`src/rtl/tug_of_war_match.sv`:
```
// tug_of_war_match: two-player tug-of-war match engine.
//
// Raw active-low keys are synchronised and edge-detected into one-cycle
// pulses. A lone p1 pulse moves the light toward bit LEDS-1. A lone p2 pulse
// moves it toward bit 0. Pulling off either end scores a round for that
// player and recentres the light. The first player to reach WIN_ROUNDS ends
// the match. Only reset leaves the finished state.
//
// Optional feature: define CPU_PLAYER_EN to replace player 2 with an
// LFSR-driven computer opponent whose pull rate is set by cpu_level.
//
// Ports:
//   clk         system clock
//   reset       synchronous, active-high
//   p1_n, p2_n  raw player keys, active-low, asynchronous to clk
//   cpu_level   computer aggressiveness (CPU_PLAYER_EN builds only)
//   leds        one-hot light position, zero once the match is over
//   hex_p1/p2   score digits, active-low segments {g,f,e,d,c,b,a}
//   match_over  high once a player has won
//   winner      2'b10 player 1, 2'b01 player 2, 2'b00 none
module tug_of_war_match #(
    parameter int unsigned LEDS       = 9,
    parameter int unsigned WIN_ROUNDS = 7
) (
    input  logic            clk,
    input  logic            reset,
    input  logic            p1_n,
    input  logic            p2_n,
    input  logic [9:0]      cpu_level,
    output logic [LEDS-1:0] leds,
    output logic [6:0]      hex_p1,
    output logic [6:0]      hex_p2,
    output logic            match_over,
    output logic [1:0]      winner
);
    localparam int unsigned   PW       = $clog2(LEDS);
    localparam logic [PW-1:0] Centre   = PW'((LEDS - 1) / 2);
    localparam logic [PW-1:0] PosMax   = PW'(LEDS - 1);
    localparam logic [3:0]    ScoreWin = 4'(WIN_ROUNDS);

    typedef enum logic [0:0] {StPlay, StOver} state_t;

    state_t        state_q, state_d;
    logic [PW-1:0] pos_q, pos_d;
    logic [3:0]    score1_q, score1_d;
    logic [3:0]    score2_q, score2_d;
    logic [1:0]    winner_q, winner_d;

    // Player 1 input path, levels held in pressed-high sense.
    logic p1_meta_q, p1_sync_q, p1_prev_q;
    logic p1_press, p2_press;

    always_ff @(posedge clk) begin
        if (reset) begin
            p1_meta_q <= 1'b0;
            p1_sync_q <= 1'b0;
            p1_prev_q <= 1'b0;
        end else begin
            p1_meta_q <= ~p1_n;
            p1_sync_q <= p1_meta_q;
            p1_prev_q <= p1_sync_q;
        end
    end
    assign p1_press = p1_sync_q & ~p1_prev_q;

`ifdef CPU_PLAYER_EN
    logic [9:0] lfsr_q;
    logic       unused_p2_n;

    assign unused_p2_n = p2_n;

    // XNOR feedback, so the all-zero reset value is a legal running state.
    always_ff @(posedge clk) begin
        if (reset) begin
            lfsr_q <= '0;
        end else begin
            lfsr_q <= {lfsr_q[8:0], ~(lfsr_q[9] ^ lfsr_q[6])};
        end
    end
    assign p2_press = (lfsr_q < cpu_level);
`else
    logic p2_meta_q, p2_sync_q, p2_prev_q;
    logic unused_cpu_level;

    assign unused_cpu_level = ^cpu_level;

    always_ff @(posedge clk) begin
        if (reset) begin
            p2_meta_q <= 1'b0;
            p2_sync_q <= 1'b0;
            p2_prev_q <= 1'b0;
        end else begin
            p2_meta_q <= ~p2_n;
            p2_sync_q <= p2_meta_q;
            p2_prev_q <= p2_sync_q;
        end
    end
    assign p2_press = p2_sync_q & ~p2_prev_q;
`endif

    always_ff @(posedge clk) begin
        if (reset) begin
            state_q  <= StPlay;
            pos_q    <= Centre;
            score1_q <= 4'd0;
            score2_q <= 4'd0;
            winner_q <= 2'b00;
        end else begin
            state_q  <= state_d;
            pos_q    <= pos_d;
            score1_q <= score1_d;
            score2_q <= score2_d;
            winner_q <= winner_d;
        end
    end

    always_comb begin
        state_d  = state_q;
        pos_d    = pos_q;
        score1_d = score1_q;
        score2_d = score2_q;
        winner_d = winner_q;
        // Simultaneous pulses cancel; only a lone pulse acts.
        if (state_q == StPlay && (p1_press ^ p2_press)) begin
            if (p1_press) begin
                if (pos_q == PosMax) begin
                    score1_d = score1_q + 4'd1;
                    pos_d    = Centre;
                    if (score1_d == ScoreWin) begin
                        state_d  = StOver;
                        winner_d = 2'b10;
                    end
                end else begin
                    pos_d = pos_q + PW'(1);
                end
            end else begin
                if (pos_q == '0) begin
                    score2_d = score2_q + 4'd1;
                    pos_d    = Centre;
                    if (score2_d == ScoreWin) begin
                        state_d  = StOver;
                        winner_d = 2'b01;
                    end
                end else begin
                    pos_d = pos_q - PW'(1);
                end
            end
        end
    end

    function automatic logic [6:0] hex_digit(input logic [3:0] d);
        case (d)
            4'd0:    hex_digit = 7'b1000000;
            4'd1:    hex_digit = 7'b1111001;
            4'd2:    hex_digit = 7'b0100100;
            4'd3:    hex_digit = 7'b0110000;
            4'd4:    hex_digit = 7'b0011001;
            4'd5:    hex_digit = 7'b0010010;
            4'd6:    hex_digit = 7'b0000010;
            4'd7:    hex_digit = 7'b1111000;
            4'd8:    hex_digit = 7'b0000000;
            4'd9:    hex_digit = 7'b0010000;
            default: hex_digit = 7'b1111111;
        endcase
    endfunction

    assign leds       = (state_q == StOver) ? '0 : ({{(LEDS-1){1'b0}}, 1'b1} << pos_q);
    assign hex_p1     = hex_digit(score1_q);
    assign hex_p2     = hex_digit(score2_q);
    assign match_over = (state_q == StOver);
    assign winner     = winner_q;

endmodule

```
`config.mk`:
```
export PLATFORM = sky130hd
export DESIGN_NAME = tug_of_war_match
export DESIGN_NICKNAME = d
export VERILOG_FILES = /design/src/rtl/tug_of_war_match.sv
export SDC_FILE = /design/constraint.sdc
export NUM_CORES = 1
export LEC_CHECK = 0
export ABC_AREA = 1
export BUFFER_PORTS_ARGS = -buffer_cell sky130_fd_sc_hd__clkbuf_2
export CELL_PAD_IN_SITES_DETAIL_PLACEMENT = 0
export CELL_PAD_IN_SITES_GLOBAL_PLACEMENT = 1
export CORE_AREA = 5 5 59 114
export CTS_CLUSTER_DIAMETER = 80
export DETAILED_ROUTE_END_ITERATION = 12
export DIE_AREA = 0 0 64 119
export PLACE_DENSITY = 0.81
export SLEW_MARGIN = 20
export SYNTH_ARGS = -nofsm -noshare
export SYNTH_HDL_FRONTEND = slang
export SYNTH_SLANG_ARGS = --single-unit
```
`constraint.sdc`:
```
create_clock -name clk -period 2 [get_ports clk]
set_input_delay 0.3 -clock clk [delete_from_list [all_inputs] [get_ports clk]]
set_output_delay 0.3 -clock clk [all_outputs]
set_load 0.01 [all_outputs]
```
==> flow_metrics.env, run 1 <==
export IMPL_synth_edff_count=0
export IMPL_place_inst=366
export IMPL_top_layer="met4"
export IMPL_syn_to_final_growth_pct=29.5
export IMPL_avgSynthCellArea_um2=7.56
export IMPL_overflow=0
export IMPL_hold_viol=0
export IMPL_final_cell_area_um2=2590
export IMPL_setup_ws_ns=0.0944
export IMPL_grt_max_degree=14
export IMPL_peakVddDrop_v=0.000466
export IMPL_final_cells=377
export IMPL_synthSimpleGateAreaFrac_pct=36.4
export IMPL_clock_sinks=35
export IMPL_path_buf_inv=3
export IMPL_initial_core_util_pct=35.1
export IMPL_placed_area_um2=2320
export IMPL_antenna_found_initial=0
export IMPL_ys_types=28
export IMPL_yosys_top_cells_count="nand2_1 (60), inv_1 (41), dfxtp_1 (35)"
export IMPL_yosys_warnings=0
export IMPL_drc=0
export IMPL_crit_arrival_ns=2.08
export IMPL_cts_root_buffer="clkbuf_16"
export IMPL_p_leak_nw=1.47
export IMPL_synth_top_area_cell="dfxtp_1"
export IMPL_period_needed_ns=1.91
export IMPL_clock_latency_ns=0.28
export IMPL_place_hpwl_mm=3.58
export IMPL_insertedDiodeCount=0
export IMPL_slew_headroom_pct=68.2
export IMPL_worstSetupEndpointType="flip-flop"
export IMPL_crit_slowest_cell="dfxtp_2"
export IMPL_coreArea_um2=5710
export IMPL_clk_pin_slew_ns=0.05
export IMPL_r2r_start="pos_q[1]$_SDFFE_PP0P_"
export IMPL_ys_ff_latch=35
export IMPL_hold_path_class="input port to flip-flop"
export IMPL_rows=39
export IMPL_vias=1798
export IMPL_wl_met3_um=159
export IMPL_synthDominantCellAreaShare_pct=35.0
export IMPL_cts_tree="yes"
export IMPL_startpoint_type="flip-flop"
export IMPL_wl_met2_mm=2.60
export IMPL_synthFlopType="dfxtp_1"
export IMPL_max_stage_delay_ns=0.32
export IMPL_htree_levels=2
export IMPL_crit_start="pos_q[1]$_SDFFE_PP0P_"
export IMPL_synth_mux_area_share_pct=0
export IMPL_grt_pass1_vias=1825
export IMPL_fmax_ghz=0.525
export IMPL_finalNetCount=350
export IMPL_r2r_end="hex_p1[3]$_DFF_P_"
export IMPL_nFillCells=584
export IMPL_ys_seq_area_share_pct=35.0
export IMPL_max_slew_worst_pin_slew_ns=0.474
export IMPL_die_w_um=64
export IMPL_power_density_nw_per_um2=660
export IMPL_maxCapViolCount=0
export IMPL_die_h_um=119
export IMPL_place_congestion=0.923
export IMPL_synth_fa_ha_area_share_pct=13.1
export IMPL_final_setup_tns_ns=0
export IMPL_grt_pass1_wl_mm=7.68
export IMPL_worstSetupPathType="flip-flop to flip-flop"
export IMPL_path_depth=14
export IMPL_drtIter0Drc=69
export IMPL_min_period_over_period_pct=95.3
export IMPL_drive_gt1_share_pct=31.3
export IMPL_r2r_cells=14
export IMPL_min_path_cells=2
export IMPL_synth_nets=300
export IMPL_path_max_fanout=4
export IMPL_critical_path_cell_chain="inv_2 > ha_4 > nand2_4 > nor2_4 > nand4_4 > nand2_2 > nand2_2 > nand2_4 > inv_2 > ha_4 > inv_1 > nand3_2 > nand3_2 > nand2_1"
export IMPL_wirelength_mm=4.61
export IMPL_synth_top_family_by_area="simple AND/OR/NAND/NOR gates"
export IMPL_p_total_w=0.00171
export IMPL_netlist_area_um2=2000
export IMPL_grt_util_all_layers_pct=12.5
export IMPL_critical_path_required_ns=2.17
export IMPL_yosys_area_share_xor_xnor_pct=2.62
export IMPL_async_flop_share_pct=0
export IMPL_setup_viol=0
export IMPL_synth_compound_area_share_pct=2.87
export IMPL_drt_met1_wl_mm=1.64
export IMPL_ant_nets=0
export IMPL_r2r_setup_slack_ns=0.09
export IMPL_endpoint="hex_p1[3]$_DFF_P_"
export IMPL_critPathTopFamily="simple AND/OR/NAND/NOR gates"
export IMPL_place_ws_ns=-0.0103
export IMPL_clock_skew_ns=0.00245
export IMPL_synth_most_common_cell="nand2_1"
export IMPL_cts_made_buffers=5
export IMPL_io_pins=40
export IMPL_die_area_um2=7620
export IMPL_drv_slew=0
export IMPL_synthCells=265
export IMPL_dr_pass1_iters=4
export IMPL_status="complete, no violations"
export IMPL_grt_setup_unrepaired="true"
export IMPL_viasPerCell=4.77
export IMPL_clockBufferDepth=2
export IMPL_post_drt_wl_per_cell_um=12.2
export IMPL_ys_top_cells_by_area="dfxtp_1 (35%), ha_1 (13%), nand2_1 (11%)"
export IMPL_io_buffers=29
-- repair_timing --
item | in CTS | in global routing
pin swaps | 0 | 9
endpoints found under the hold margin | 0 | 0
resized for setup | 1 | 24
setup buffers | 0 | 3
setup endpoints to repair | 1 | 10
hold buffers | 0 | 0
-- state kept, by name, summed over array words and instances (netlist names) --
signal / count
hex_p1: 7
p1_sync_q: 1
hex_p2: 7
pos_q: 4
winner: 2
p2_meta_q: 1
p2_sync_q: 1
p1_prev_q: 1
score2_q: 4
p2_prev_q: 1
match_over: 1
p1_meta_q: 1
score1_q: 4
-- cells in the final DEF, fill, tap and decap left out, types with 2 or more instances in the layout --
cell	count
a21oi_1	3
nor3_1	2
clkbuf_2	29
dfxtp_1	32
nand4_1	3
ha_4	2
nor2_2	3
dfxtp_2	3
nand2_1	55
nand2_2	8
nor2_4	4
buf_4	16
inv_1	38
nor2_1	17
a31oi_1	2
inv_4	3
nand3_1	30
xor2_1	3
nand3_4	2
nand2_4	6
nor4_1	3
xnor2_1	3
clkbuf_8	2
clkbuf_16	5
nand3_2	7
inv_2	6
ha_1	19
o21ai_0	3
o21bai_1	2
-- final cells by class --
type                            count  area (um2)  share of cell area, %
Clock buffer                        8         156                   6.03
Inverter                           48         188                   7.23
Multi-Input combinational cell    179        1190                   46.0
Timing Repair Buffer               46         277                   10.7
Tap cell                           61        76.3                   2.94
Sequential cell                    35         704                   27.1
-- metrics by stage --
step                      util [%]  hold slack (ns)
after floorplan                  -            0.367
final                         45.5            0.165
after global routing          45.5            0.183
after CTS                     43.5            0.158
after global placement        40.6            0.394
after detailed placement      40.6            0.399
-- worst register-to-register path, delay by kind of cell (launching register included) --
kind                       cells  cell delay, ns
and+or+nand+nor                9            0.86
adders and majority gates      2            0.42
DFF                            1            0.32
buffers and inverters          3            0.21
-- metal layers --
layer  vias to the layer above  GRT usage, %
li1                        923             -
met2                        37          23.2
met5                         -             0
met3                        14          1.88
met4                         0          8.97
met1                       824          11.8
-- how the worst min path moves through the flow --
stage / from / to / slack [ns]
2_1_floorplan: p1_n / p1_meta_q$_SDFF_PP0_ / 0.37
3_3_place_gp: p1_meta_q$_SDFF_PP0_ / p1_sync_q$_SDFF_PP0_ / 0.39
3_5_place_dp: p1_meta_q$_SDFF_PP0_ / p1_sync_q$_SDFF_PP0_ / 0.40
4_1_cts: p1_n / p1_meta_q$_SDFF_PP0_ / 0.16
5_1_grt: p1_n / p1_meta_q$_SDFF_PP0_ / 0.18
6_report: p1_n / p1_meta_q$_SDFF_PP0_ / 0.16
-- power breakdown --
part	switching, W	leakage, nW	internal, W
clock	0.000271	0.0772	0.000529
combinational	0.000114	1.11	0.0000703
sequential	0.0000130	0.284	0.000716
-- kinds of logic (layout without fill, tap and decap cells) --
logic type,count (synthesis),after routing
AOI/OAI and AO/OA,10,10
xor gates and xnor gates,6,6
and+or+nand+nor,142,142
buffers and inverters,51,102
adders and majority gates,21,21
DFF,35,35
Power figures use the tool's default switching activity.
==> inputs of run 2 (changes only) <==
--- a/config.mk
+++ b/config.mk
@@ -9,10 +9,10 @@
 export BUFFER_PORTS_ARGS = -buffer_cell sky130_fd_sc_hd__clkbuf_2
 export CELL_PAD_IN_SITES_DETAIL_PLACEMENT = 0
 export CELL_PAD_IN_SITES_GLOBAL_PLACEMENT = 1
-export CORE_AREA = 5 5 59 114
+export CORE_AREA = 5 5 93 73
 export CTS_CLUSTER_DIAMETER = 80
 export DETAILED_ROUTE_END_ITERATION = 12
-export DIE_AREA = 0 0 64 119
+export DIE_AREA = 0 0 98 78
 export PLACE_DENSITY = 0.81
 export SLEW_MARGIN = 20
 export SYNTH_ARGS = -nofsm -noshare
==> flow_metrics.env, run 2 (synthesized netlist as in run 1, its figures left out) <==
export IMPL_status="complete, no violations"
export IMPL_coreArea_um2=5740
export IMPL_viasPerCell=4.45
export IMPL_setup_viol=0
export IMPL_p_total_w=0.00148
export IMPL_antenna_found_initial=0
export IMPL_clock_skew_ns=0.00537
export IMPL_power_density_nw_per_um2=594
export IMPL_multiInputGateArea_um2=1140
export IMPL_post_drt_wl_per_cell_um=10.8
export IMPL_grt_util_all_layers_pct=11.6
export IMPL_grt_pass1_wl_mm=7.25
export IMPL_final_cell_area_um2=2490
export IMPL_htree_levels=2
export IMPL_insertedDiodeCount=0
export IMPL_path_max_fanout=4
export IMPL_cts_tree="yes"
export IMPL_grt_max_degree=14
export IMPL_placed_area_um2=2320
export IMPL_nFillCells=567
export IMPL_worstSetupEndpointType="flip-flop"
export IMPL_max_slew_worst_pin_slew_ns=0.384
export IMPL_clock_sinks=35
export IMPL_busiest_layer="met2"
export IMPL_finalNetCount=347
export IMPL_clockBufferDepth=2
export IMPL_die_w_um=98
export IMPL_gr_usage_met3_pct=4.48
export IMPL_syn_to_final_growth_pct=24.1
export IMPL_cts_made_buffers=5
export IMPL_startpoint_type="flip-flop"
export IMPL_worstSetupPathType="flip-flop to flip-flop"
export IMPL_grt_pass1_vias=1620
export IMPL_drive_gt1_share_pct=28.8
export IMPL_setup_ws_ns=0.111
export IMPL_maxCapViolCount=0
export IMPL_slew_headroom_pct=74.2
export IMPL_cts_root_buffer="clkbuf_8"
export IMPL_drtIter0Drc=43
export IMPL_initial_core_util_pct=34.9
export IMPL_drv_slew=0
export IMPL_min_period_over_period_pct=94.4
export IMPL_place_congestion=0.795
export IMPL_p_leak_nw=1.42
export IMPL_grtUsageMet2_pct=18.0
export IMPL_peakVddDrop_v=0.000240
export IMPL_dr_pass1_iters=4
export IMPL_rows=24
export IMPL_die_h_um=78
export IMPL_regArea_um2=706
export IMPL_period_needed_ns=1.89
export IMPL_die_area_um2=7640
export IMPL_vias=1739
export IMPL_use_met1_pct=15.1
export IMPL_overflow=0
export IMPL_crit_arrival_ns=2.08
export IMPL_clock_latency_ns=0.29
export IMPL_io_pins=40
export IMPL_wirelength_mm=4.21
export IMPL_io_buffers=29
export IMPL_place_hpwl_mm=3.22
export IMPL_drc=0
export IMPL_critical_path_required_ns=2.19
export IMPL_final_common_cell="nand2_1"
export IMPL_final_cell_mix="nand2_1 (58), inv_1 (39), nand3_1 (33)"
export IMPL_hold_viol=0
export IMPL_fmax_ghz=0.529
export IMPL_hold_path_class="input port to flip-flop"
export IMPL_ant_nets=0
export IMPL_grt_setup_unrepaired="true"
export IMPL_place_ws_ns=0.0525
export IMPL_clk_pin_slew_ns=0.07
[run 2: cell types whose count changed in the layout (fill, tap and decap cells not counted), moves of 3 or more]
cell | before | now
nand3_1 | 30 | 33
buf_4 | 16 | 13
clkbuf_8 | 2 | 7
nand2_1 | 55 | 58
clkbuf_16 | 5 | 0
[run 2: cell type report]
cell class / instances / area share [%]
timing repair buffer: 43 / 10.2
sequential: 35 / 28.4
clock buffer: 7 / 3.88
multi-input combinational: 179 / 45.7
clock inverter: 1 / 0.302
inverter: 48 / 7.55
tap: 78 / 3.93
[run 2: through the flow]
stage / cells / setup TNS, ns / utilization (%) / hold WS [ns]
finish: 391 / 0 / 43.3 / 0.148
floorplan: 265 / 0 / - / 0.367
detailed placement: 381 / 0 / 40.5 / 0.395
global placement: 381 / 0 / 40.5 / 0.391
CTS: 389 / 0 / 42.3 / 0.139
global route: 391 / -0.0306 / 43.3 / 0.137
[run 2: path summary, 6_finish.rpt]
path	startpoint	end	slack [ns]	cells past startpoint
setup / recovery	pos_q[1]$_SDFFE_PP0P_	hex_p1[3]$_DFF_P_	0.11	14
hold reg to reg	p2_meta_q$_SDFF_PP0_	p2_sync_q$_SDFF_PP0_	0.40	2
setup reg to reg	pos_q[1]$_SDFFE_PP0P_	hex_p1[3]$_DFF_P_	0.11	14
hold / removal	p2_n	p2_meta_q$_SDFF_PP0_	0.15	2
[run 2: critical path, cell delays in order (launching register included)]
cell	delay, ns
dfxtp_2	0.32
inv_2	0.07
ha_4	0.18
nand2_4	0.06
nor2_4	0.16
nand4_2	0.12
nand2_1	0.10
nand2_2	0.06
nand2_2	0.07
inv_1	0.07
ha_1	0.28
inv_1	0.05
nand3_1	0.09
nand3_1	0.10
nand2_1	0.05
[run 2: routing by layer]
metal | wire (um) | up-vias | share of wire (%)
met4 | 40 | 0 | 0.95
li1 | - | 923 | -
met3 | 239 | 7 | 5.7
met1 | 2050 | 776 | 49
met2 | 1880 | 33 | 45
met5 | 0 | - | 0
[run 2: repair_timing]
action | in CTS | in global routing
hold buffers | 0 | 0
setup endpoints to repair | 0 | 10
resized for setup | 0 | 15
buffers inserted | 0 | 2
[run 2: power by group]
group / leakage [nW] / switching, W / internal, W
Clock: 0.0505 / 0.000262 / 0.000313
Combinational: 1.09 / 0.000108 / 0.0000653
Sequential: 0.285 / 0.0000133 / 0.000715
Total: 1.42 / 0.000383 / 0.00109
==> inputs of run 3 (changes only) <==
--- a/config.mk
+++ b/config.mk
@@ -9,11 +9,12 @@
 export BUFFER_PORTS_ARGS = -buffer_cell sky130_fd_sc_hd__clkbuf_2
 export CELL_PAD_IN_SITES_DETAIL_PLACEMENT = 0
 export CELL_PAD_IN_SITES_GLOBAL_PLACEMENT = 1
-export CORE_AREA = 5 5 93 73
+export CORE_AREA = 5 5 86 68
 export CTS_CLUSTER_DIAMETER = 80
 export DETAILED_ROUTE_END_ITERATION = 12
-export DIE_AREA = 0 0 98 78
-export PLACE_DENSITY = 0.81
+export DIE_AREA = 0 0 91 73
+export GPL_TIMING_DRIVEN = 0
+export PLACE_DENSITY = 0.89
 export SLEW_MARGIN = 20
 export SYNTH_ARGS = -nofsm -noshare
 export SYNTH_HDL_FRONTEND = slang
==> constraint.sdc (replaced) <==
create_clock -name clk -period 2.4 [get_ports clk]
set_input_delay 0.36 -clock clk [delete_from_list [all_inputs] [get_ports clk]]
set_output_delay 0.36 -clock clk [all_outputs]
set_load 0.01 [all_outputs]
==> flow_metrics.env, run 3 (synthesized netlist as in run 1, its figures left out) <==
export IMPL_startpoint_type="flip-flop"
export IMPL_p_int_w=0.000975
export IMPL_wl_met2_mm=1.68
export IMPL_cp_common_cell="nand2_1"
export IMPL_drc=0
export IMPL_path_max_fanout=6
export IMPL_htree_levels=2
export IMPL_cts_root_buffer="clkbuf_8"
export IMPL_drtIter0Drc=54
export IMPL_nFillCells=500
export IMPL_setup_viol=0
export IMPL_hold_path_class="input port to flip-flop"
export IMPL_io_pins=40
export IMPL_clk_pin_slew_ns=0.07
export IMPL_max_stage_delay_ns=0.36
export IMPL_critPathTopFamily="simple AND/OR/NAND/NOR gates"
export IMPL_die_w_um=91
export IMPL_die_area_um2=6640
export IMPL_coreArea_um2=5040
export IMPL_placed_area_um2=2230
export IMPL_viasPerCell=4.55
export IMPL_vias=1658
export IMPL_antenna_found_initial=0
export IMPL_final_cell_mix="nand2_1 (60), inv_1 (39), dfxtp_1 (35)"
export IMPL_post_drt_wl_per_cell_um=10.5
export IMPL_p_sw_share_pct=24.5
export IMPL_max_slew_worst_pin_slew_ns=0.458
export IMPL_p_seq_share_pct=47.0
export IMPL_final_common_cell="nand2_1"
export IMPL_clock_sinks=35
export IMPL_slew_headroom_pct=69.4
export IMPL_grt_pass1_vias=1658
export IMPL_final_setup_tns_ns=0
export IMPL_hold_buffers=0
export IMPL_insertedDiodeCount=0
export IMPL_grt_pass1_wl_mm=7.13
export IMPL_final_cell_area_um2=2360
export IMPL_rows=23
export IMPL_wirelength_mm=3.83
export IMPL_path_buf_inv=3
export IMPL_finalNetCount=336
export IMPL_initial_core_util_pct=39.8
export IMPL_grt_max_degree=12
export IMPL_clock_skew_ns=0.00590
export IMPL_critical_path_required_ns=2.58
export IMPL_regArea_um2=701
export IMPL_wl_met3_um=131
export IMPL_worstSetupEndpointType="flip-flop"
export IMPL_critical_path_cell_chain="inv_2 > ha_4 > nand2_2 > nor2_4 > nand4_2 > nand2_1 > nand2_1 > nand2_2 > inv_1 > ha_1 > inv_1 > nand3_1 > nand3_1 > nand2_1"
export IMPL_cts_tree="yes"
export IMPL_drv_slew=0
export IMPL_crit_slowest_cell="dfxtp_1"
export IMPL_period_needed_ns=2.13
export IMPL_die_h_um=73
export IMPL_dr_pass1_iters=4
export IMPL_crit_arrival_ns=2.32
export IMPL_top_layer="met4"
export IMPL_min_period_over_period_pct=88.9
export IMPL_syn_to_final_growth_pct=17.6
export IMPL_pwr_share_clk_pct=43.1
export IMPL_place_hpwl_mm=2.87
export IMPL_multiInputGateArea_um2=1110
export IMPL_hold_viol=0
export IMPL_p_leak_nw=1.36
export IMPL_fmax_ghz=0.469
export IMPL_comb_power_share_pct=9.8
export IMPL_fin_util_pct=46.8
export IMPL_io_buffers=29
export IMPL_drive_gt1_share_pct=22.8
export IMPL_peakVddDrop_v=0.000247
export IMPL_p_sw_w=0.000316
export IMPL_cts_made_buffers=5
export IMPL_drt_met1_wl_mm=1.95
export IMPL_maxCapViolCount=0
export IMPL_worstSetupPathType="flip-flop to flip-flop"
export IMPL_overflow=0
export IMPL_power_density_nw_per_um2=548
export IMPL_grt_util_all_layers_pct=13.3
export IMPL_clockBufferDepth=2
export IMPL_ant_nets=0
export IMPL_status="complete, no violations"
export IMPL_clock_latency_ns=0.29
export IMPL_place_congestion=0.856
==> run 3: cell types whose count changed in the layout (fill, tap and decap cells not counted), sizes merged <==
cell and change:
clkinvlp -1, clkinv +1, buf -13, clkbuf +1, bufinv +1
==> run 3: metrics by stage <==
step	cells	setup slack, ns	hold slack, ns	power (W)
after floorplan	265	0.394	0.388	0.000706
final	364	0.267	0.213	0.00129
after CTS	364	0.0824	0.199	0.00130
after global routing	364	-0.00195	0.192	0.00135
after global placement	356	0.118	0.393	0.000741
after detailed placement	356	0.105	0.395	0.000742
==> run 3: layout make-up <==
cell class              instances  share of cell area [%]
well taps                      62                    3.29
plain buffers                   3                   0.637
inverters                      48                    7.86
repair buffers                 29                    6.16
clock inverters                 2                    1.49
multi-input cells             179                    47.3
clock buffers                   6                    3.51
flip-flops and latches         35                    29.7
==> run 3: power by group through the flow <==
stage	clock network, W	registers [W]	logic, W
2_1_floorplan	0	0.000620	0.0000864
3_3_place_gp	0	0.000620	0.000121
3_5_place_dp	0	0.000621	0.000121
4_1_cts	0.000574	0.000607	0.000122
5_1_grt	0.000595	0.000610	0.000145
6_report	0.000557	0.000608	0.000127
==> run 3: final timing paths <==
| kind | from | to | slack, ns | depth (start not counted) |
|---|---|---|---|---|
| worst max-delay path | pos_q[0]$_SDFFE_PP0P_ | hex_p1[3]$_DFF_P_ | 0.27 | 14 |
| worst min-delay path | p1_n | p1_meta_q$_SDFF_PP0_ | 0.21 | 2 |
| worst max register to register | pos_q[0]$_SDFFE_PP0P_ | hex_p1[3]$_DFF_P_ | 0.27 | 14 |
| worst min register to register | p2_meta_q$_SDFF_PP0_ | p2_sync_q$_SDFF_PP0_ | 0.40 | 2 |
==> run 3: per-layer routing <==
layer | vias to the layer above | track usage, %
li1 | 902 | -
met1 | 720 | 16.3
met2 | 29 | 21.0
met3 | 7 | 4.02
met4 | 0 | 7.33
met5 | - | 0
==> run 3: what timing repair did <==
| action | 4_1_cts | 5_1_grt |
|---|---|---|
| endpoints found under the setup margin | 0 | 11 |
| gates resized for setup | 0 | 4 |
| buffers inserted | 0 | 0 |
